### src/rtl/board_io_ctrl.sv
// Board I/O front end: input synchronisers, button debounce with press pulses,
// tri-colour LED PWM and a write-strobed output data register.
// Optional macro BOARD_IO_RELEASE_PULSE_EN adds o_btn_release (1->0 pulses).
module board_io_ctrl #(
  parameter int unsigned NUM_BTN         = 4,
  parameter int unsigned NUM_SW          = 4,
  parameter int unsigned NUM_RGB         = 2,
  parameter int unsigned PWM_BITS        = 8,
  parameter int unsigned DEBOUNCE_CYCLES = 1000000,
  parameter int unsigned DATA_W          = 16
) (
  input  logic                         i_CLK100MHZ,
  input  logic                         i_RST_N,
  input  logic [NUM_BTN-1:0]           BTN,
  input  logic [NUM_SW-1:0]            SW,
  output logic [NUM_BTN-1:0]           o_btn_level,
  output logic [NUM_BTN-1:0]           o_btn_press,
`ifdef BOARD_IO_RELEASE_PULSE_EN
  output logic [NUM_BTN-1:0]           o_btn_release,
`endif
  output logic [NUM_SW-1:0]            o_sw_level,
  input  logic [NUM_RGB*PWM_BITS-1:0]  i_r_duty,
  input  logic [NUM_RGB*PWM_BITS-1:0]  i_g_duty,
  input  logic [NUM_RGB*PWM_BITS-1:0]  i_b_duty,
  output logic [NUM_RGB-1:0]           RLED,
  output logic [NUM_RGB-1:0]           GLED,
  output logic [NUM_RGB-1:0]           BLED,
  input  logic                         i_data_wr,
  input  logic [DATA_W-1:0]            i_data,
  output logic [DATA_W-1:0]            out_reg_data_out
);

  localparam logic [23:0] DB_MAX = 24'(DEBOUNCE_CYCLES - 1);

  // ---------------------------------------------------------------------------
  // Synchronisers
  // ---------------------------------------------------------------------------
  logic [NUM_BTN-1:0] btn_sync1_q, btn_sync2_q;
  logic [NUM_SW-1:0]  sw_sync1_q, sw_sync2_q;

  always_ff @(posedge i_CLK100MHZ or negedge i_RST_N) begin
    if (!i_RST_N) begin
      btn_sync1_q <= '0;
      btn_sync2_q <= '0;
      sw_sync1_q  <= '0;
      sw_sync2_q  <= '0;
    end else begin
      btn_sync1_q <= BTN;
      btn_sync2_q <= btn_sync1_q;
      sw_sync1_q  <= SW;
      sw_sync2_q  <= sw_sync1_q;
    end
  end

  assign o_sw_level = sw_sync2_q;

  // ---------------------------------------------------------------------------
  // Debounce and edge pulses
  // ---------------------------------------------------------------------------
  logic [23:0]        btn_cnt_q [NUM_BTN];
  logic [23:0]        btn_cnt_d [NUM_BTN];
  logic [NUM_BTN-1:0] btn_level_q, btn_level_d;
  logic [NUM_BTN-1:0] btn_press_q, btn_press_d;
`ifdef BOARD_IO_RELEASE_PULSE_EN
  logic [NUM_BTN-1:0] btn_release_q, btn_release_d;
`endif

  // A single mismatching sample restarts the count: no partial credit survives a bounce.
  always_comb begin
    btn_cnt_d   = btn_cnt_q;
    btn_level_d = btn_level_q;
    btn_press_d = '0;
`ifdef BOARD_IO_RELEASE_PULSE_EN
    btn_release_d = '0;
`endif
    for (int unsigned i = 0; i < NUM_BTN; i++) begin
      if (btn_sync2_q[i] == btn_level_q[i]) begin
        btn_cnt_d[i] = '0;
      end else if (btn_cnt_q[i] == DB_MAX) begin
        btn_cnt_d[i]   = '0;
        btn_level_d[i] = btn_sync2_q[i];
        btn_press_d[i] = btn_sync2_q[i];
`ifdef BOARD_IO_RELEASE_PULSE_EN
        btn_release_d[i] = ~btn_sync2_q[i];
`endif
      end else begin
        btn_cnt_d[i] = btn_cnt_q[i] + 24'd1;
      end
    end
  end

  always_ff @(posedge i_CLK100MHZ or negedge i_RST_N) begin
    if (!i_RST_N) begin
      for (int unsigned i = 0; i < NUM_BTN; i++) begin
        btn_cnt_q[i] <= '0;
      end
      btn_level_q <= '0;
      btn_press_q <= '0;
`ifdef BOARD_IO_RELEASE_PULSE_EN
      btn_release_q <= '0;
`endif
    end else begin
      for (int unsigned i = 0; i < NUM_BTN; i++) begin
        btn_cnt_q[i] <= btn_cnt_d[i];
      end
      btn_level_q <= btn_level_d;
      btn_press_q <= btn_press_d;
`ifdef BOARD_IO_RELEASE_PULSE_EN
      btn_release_q <= btn_release_d;
`endif
    end
  end

  assign o_btn_level = btn_level_q;
  assign o_btn_press = btn_press_q;
`ifdef BOARD_IO_RELEASE_PULSE_EN
  assign o_btn_release = btn_release_q;
`endif

  // ---------------------------------------------------------------------------
  // PWM: shared counter, duty shadows reloaded only on the last count of a period
  // ---------------------------------------------------------------------------
  logic [PWM_BITS-1:0]         pwm_cnt_q, pwm_cnt_d;
  logic [NUM_RGB*PWM_BITS-1:0] r_shadow_q, r_shadow_d;
  logic [NUM_RGB*PWM_BITS-1:0] g_shadow_q, g_shadow_d;
  logic [NUM_RGB*PWM_BITS-1:0] b_shadow_q, b_shadow_d;
  logic [NUM_RGB-1:0]          rled_q, rled_d;
  logic [NUM_RGB-1:0]          gled_q, gled_d;
  logic [NUM_RGB-1:0]          bled_q, bled_d;
  logic                        pwm_wrap;

  always_comb begin
    pwm_wrap   = (pwm_cnt_q == '1);
    pwm_cnt_d  = pwm_cnt_q + PWM_BITS'(1);
    r_shadow_d = pwm_wrap ? i_r_duty : r_shadow_q;
    g_shadow_d = pwm_wrap ? i_g_duty : g_shadow_q;
    b_shadow_d = pwm_wrap ? i_b_duty : b_shadow_q;
    rled_d     = '0;
    gled_d     = '0;
    bled_d     = '0;
    for (int unsigned k = 0; k < NUM_RGB; k++) begin
      rled_d[k] = (pwm_cnt_q < r_shadow_q[k*PWM_BITS +: PWM_BITS]);
      gled_d[k] = (pwm_cnt_q < g_shadow_q[k*PWM_BITS +: PWM_BITS]);
      bled_d[k] = (pwm_cnt_q < b_shadow_q[k*PWM_BITS +: PWM_BITS]);
    end
  end

  always_ff @(posedge i_CLK100MHZ or negedge i_RST_N) begin
    if (!i_RST_N) begin
      pwm_cnt_q  <= '0;
      r_shadow_q <= '0;
      g_shadow_q <= '0;
      b_shadow_q <= '0;
      rled_q     <= '0;
      gled_q     <= '0;
      bled_q     <= '0;
    end else begin
      pwm_cnt_q  <= pwm_cnt_d;
      r_shadow_q <= r_shadow_d;
      g_shadow_q <= g_shadow_d;
      b_shadow_q <= b_shadow_d;
      rled_q     <= rled_d;
      gled_q     <= gled_d;
      bled_q     <= bled_d;
    end
  end

  assign RLED = rled_q;
  assign GLED = gled_q;
  assign BLED = bled_q;

  // ---------------------------------------------------------------------------
  // Output data register
  // ---------------------------------------------------------------------------
  logic [DATA_W-1:0] data_q, data_d;

  always_comb begin
    data_d = i_data_wr ? i_data : data_q;
  end

  always_ff @(posedge i_CLK100MHZ or negedge i_RST_N) begin
    if (!i_RST_N) begin
      data_q <= '0;
    end else begin
      data_q <= data_d;
    end
  end

  assign out_reg_data_out = data_q;

endmodule

### config.mk
export PLATFORM = sky130hd
export DESIGN_NAME = board_io_ctrl
export DESIGN_NICKNAME = d
export VERILOG_FILES = /design/src/rtl/board_io_ctrl.sv
export SDC_FILE = /design/constraint.sdc
export NUM_CORES = 1
export LEC_CHECK = 0
export CAP_MARGIN = 5
export CORE_ASPECT_RATIO = 0.6
export CORE_UTILIZATION = 45
export CTS_CLUSTER_DIAMETER = 60
export DETAILED_ROUTE_END_ITERATION = 10
export PLACE_DENSITY_LB_ADDON = 0.05
export RECOVER_POWER = 50
export SYNTH_ARGS = -nofsm -noshare
export SYNTH_HDL_FRONTEND = slang
export SYNTH_SLANG_ARGS = --single-unit
### constraint.sdc
create_clock -name i_CLK100MHZ -period 4.5 [get_ports i_CLK100MHZ]
set_clock_uncertainty 0.15 [all_clocks]
set_input_delay 0.675 -clock i_CLK100MHZ [delete_from_list [all_inputs] [get_ports i_CLK100MHZ]]
set_output_delay 0.675 -clock i_CLK100MHZ [all_outputs]
set_load 0.01 [all_outputs]
Word-level counts from Yosys, hierarchy flattened --
Index checks and enable logic that the tools add are counted.
Cells by class: add/subtract/negate cells 5, $lt $le $gt $ge 6, equality and inequality tests 9, multiplexer cells 16, bitwise gates (word level) 4, reductions and logical operators 4
Operators by type and width (number):
- two-way mux 24 bit | 8
- adder 24 x 1 -> 24 bit (second input constant) | 4
- equality test 24 x 20 -> 1 bit (second input constant) | 4
- < comparator 8 bit | 6
- adder 8 x 1 -> 8 bit (second input constant) | 1
- equality test 8 bit (second input constant) | 1
- two-way mux 1 bit | 8
- AND reduction 2 bit | 4
- equality test 1 bit | 4
- NOT 1 bit | 4
Storage, ports and cells: flip-flop bits (word level) 198, bits of input ports 75, output and inout port bits 34, word-level logic and storage cells 65

Logic depth before layout (Yosys ltp) --
depth in word-level cells 3, mapped depth 8

Worst setup path after synthesis --
OpenSTA, ideal clock, no wires.
path kind register to register, start point reg pwm_cnt_q[1], end point reg b_shadow_q[0], setup time 125 ps, data arrival time 1725 ps, required time 4225 ps, setup slack 2500 ps, stages on the path, launching flop included 8, buffers on the path 2, cell sequence dfrtp_1 ha_1 nand2_1 nor2_1 and3_1 buf_2 buf_2 mux2_2
Between the ends: longest elaborated chain between the ends 1
Ends and longest elaborated chain:
- start, declared | RTL line 123 | logic [PWM_BITS-1:0] pwm_cnt_q, pwm_cnt_d;
- start signal, assigned | RTL line 158 | pwm_cnt_q <= pwm_cnt_d;
- equality test 8 bit | RTL line 133 | pwm_wrap = (pwm_cnt_q == '1);
- end signal, assigned | RTL line 161 | b_shadow_q <= b_shadow_d;
- end, declared | RTL line 126 | logic [NUM_RGB*PWM_BITS-1:0] b_shadow_q, b_shadow_d;
Every way passes these cells. A chain may end at the register's enable or synchronous reset.

==> out/results.ini <==
[power]
combPwrFrac_pct = 5.5
p_int_w = 0.00278
total_leakage_power_nw = 5.20
clkPwrFrac_pct = 43.1
ir_drop_v = 0.000259
power.density_nw_per_um2 = 319
seqPwrFrac_pct = 51.4
swShare_pct = 21.9
p_switching_w = 0.000779

[clocking]
path_clk_slew_ps = 70
htree_levels = 4
postCtsSetupRepairBufs = 0
cts_sinks = 198
cts_resized = 0
numCtsBuffers = 17
cts-root-buf = clkbuf_16
clk_latency_ps = 440
cts_hold_buf = 0
cts_tree = yes
clockBufferDepth = 2

[routing]
postRouteAntennaNets = 0
detail_route.wl_per_cell_um = 14.4
dr.pass1.iters = 5
first_iter_violations = 333
drcViolationCount = 0
vias = 6224
wl_um = 18200
vias_per_cell = 4.93

[synthesis]
synth-edff-count = 0
synth_ff_type = dfrtp_1
synth.distinct_cells = 44
yosysSeqAreaShare_pct = 53.4
async_flop_share_pct = 100
netlist_instances = 874
synth_nets = 996
synth_warnings = 0
synth_area_per_cell_sq_um = 10.6
syn_area_sq_um = 9280
synth-seq-cells = 198

[sta]
post-route-period-util_pct = 61.2
fin_hold_ws_ps = 196
maxSlewViolCount = 103
setup_tns_ps = 0
hold_viol = 0
maxSlewHeadroom_pct = -73.9
clock.fmax_mhz = 363
fin_crit_ps = 2760
worstMarginPinSlew_ps = 2610
setup_viol = 0
rsz0062_at_grt = no

[global_route]
grtUsageTotal_pct = 18.5
antenna_found_initial = 2
grt_max_degree = 104
grt_overflow = 0
grt_pass1_wl_um = 30900
grt_pass1_vias = 5994

[cells_and_area]
area_growth_syn_to_layout_pct = 20.5
final_cell_mix = 198 x dfrtp_1, 119 x nor2_1, 99 x clkdlybuf4s50_1
drive_above_1_share_pct = 8.11
n_fill_cell = 1801
layout_commonest_cell = dfrtp_1
final_cells = 1262
utilization_pct = 55.5
num-nets-final = 1096

[place]
gp_congestion = 0.749
port_buffers = 108
dpl.cell_count = 1228
place_hpwl_um = 12500

[worst_setup_path]
r2r_setup_slack_ps = 1890
r2r_end = r_shadow_q[7]
crit_chain = clkbuf_2 > buf_4
crit_type = in -> async
crit_path_end_kind = asynchronous set/reset pin
worstReg2RegStart = pwm_cnt_q[1]
start_kind = input port
crit_required_ps = 4940
reg2reg_depth = 7
setup.worst_path.start = i_RST_N
critPathArrivalTime_ps = 3190
crit_slowest_cell = clkbuf_2
critPathTopFamily = buffers and inverters
setup.worst_path.end = b_shadow_q[0]
slowest_delay_ps = 1770
cp_num_cells = 2
cp_num_buf_inv = 2
cp_max_fo = 103

[floorplan]
coreArea_sq_um = 20100
die_w_um = 187
start_util_pct = 46.1
io_pins = 109
dieArea_sq_um = 21200
rows = 40
die_h_um = 113

[status]
violations = max-capacitance violations, max-slew violations
status = finished with violations

[min_path]
hold_class = reg -> reg

[job]
drv_cap = 1

[synthesized netlist by cell type (10+ instances only)]
cell	n	area (sq um)
nand2_1	68	255
dfrtp_1	198	4950
ha_1	47	588
mux2_2	25	282
nor2_1	119	447
xor2_1	71	622
nor4_1	10	62.6
and3_1	26	163
clkbuf_1	15	56.3
o21ai_0	49	245
xnor2_1	25	219
nand4_1	28	175
inv_1	51	191
nand3_1	48	240
[flip-flops by register name (all words and copies together), names as in the netlist]
signal	cells
btn_cnt_q	96
b_shadow_q	16
g_shadow_q	16
out_reg_data_out	16
r_shadow_q	16
pwm_cnt_q	8
btn_sync1_q	4
btn_sync2_q	4
o_btn_level	4
o_btn_press	4
o_sw_level	4
sw_sync1_q	4
BLED	2
GLED	2
RLED	2
[per-stage QoR]
step	total power [W]	worst slack [ps]	area, sq um
after floorplan	0.00192	2500	9280
after global placement	0.00207	1920	10600
after detailed placement	0.00206	1840	10600
after CTS	0.00361	1860	11200
after global routing	0.00370	1240	11200
final	0.00356	1740	11200
[layer usage]
layer	part of all wire, %	GRT usage (%)
met3	6.8	6.92
met4	0.94	4.75
met2	36	22.5
met1	56	29.7
met5	0	0
[power groups by stage]
stage / registers (W) / clock network [W] / logic, W
floorplan: 0.00187 / 0 / 0.0000507
global placement: 0.00186 / 0 / 0.000202
detailed placement: 0.00186 / 0 / 0.000201
CTS: 0.00183 / 0.00158 / 0.000202
global route: 0.00183 / 0.00165 / 0.000216
finish: 0.00183 / 0.00154 / 0.000194
[worst min-delay path by stage]
| stage | slack [ps] | to | from | cells past startpoint |
|---|---|---|---|---|
| CTS | 200 | o_sw_level[3] | sw_sync1_q[3] | 0 |
| global route | 210 | o_sw_level[0] | sw_sync1_q[0] | 0 |
| floorplan | 180 | btn_sync2_q[0] | btn_sync1_q[0] | 0 |
| detailed placement | 180 | o_sw_level[2] | sw_sync1_q[2] | 0 |
| global placement | 180 | btn_sync2_q[3] | btn_sync1_q[3] | 0 |
| finish | 200 | o_sw_level[3] | sw_sync1_q[3] | 0 |
[layout make-up]
class                   instances  area [sq um]  area share, %
inverters                      51           191           1.71
clock buffers                  21           470           4.21
clock inverters                11           125           1.12
multi-input cells             594          3970           35.5
diodes                          2          5.00         0.0448
well taps                     273           342           3.06
repair buffers                112          1120           10.0
flip-flops and latches        198          4950           44.3
[cell families (layout without fill, tap and decap cells)]
family                     count (synthesis)  in the layout  synth area share (%)
other                                      0              2                     0
xor gates and xnor gates                  96             96                  9.07
adders and majority gates                 47             47                  6.34
AOI/OAI and AO/OA                         81             81                  5.22
buffers and inverters                     82            195                  3.83
muxes                                     26             26                  3.20
DFF                                      198            198                  53.4
and+or+nand+nor                          344            344                  18.9
(Power assumes the default switching activity.)
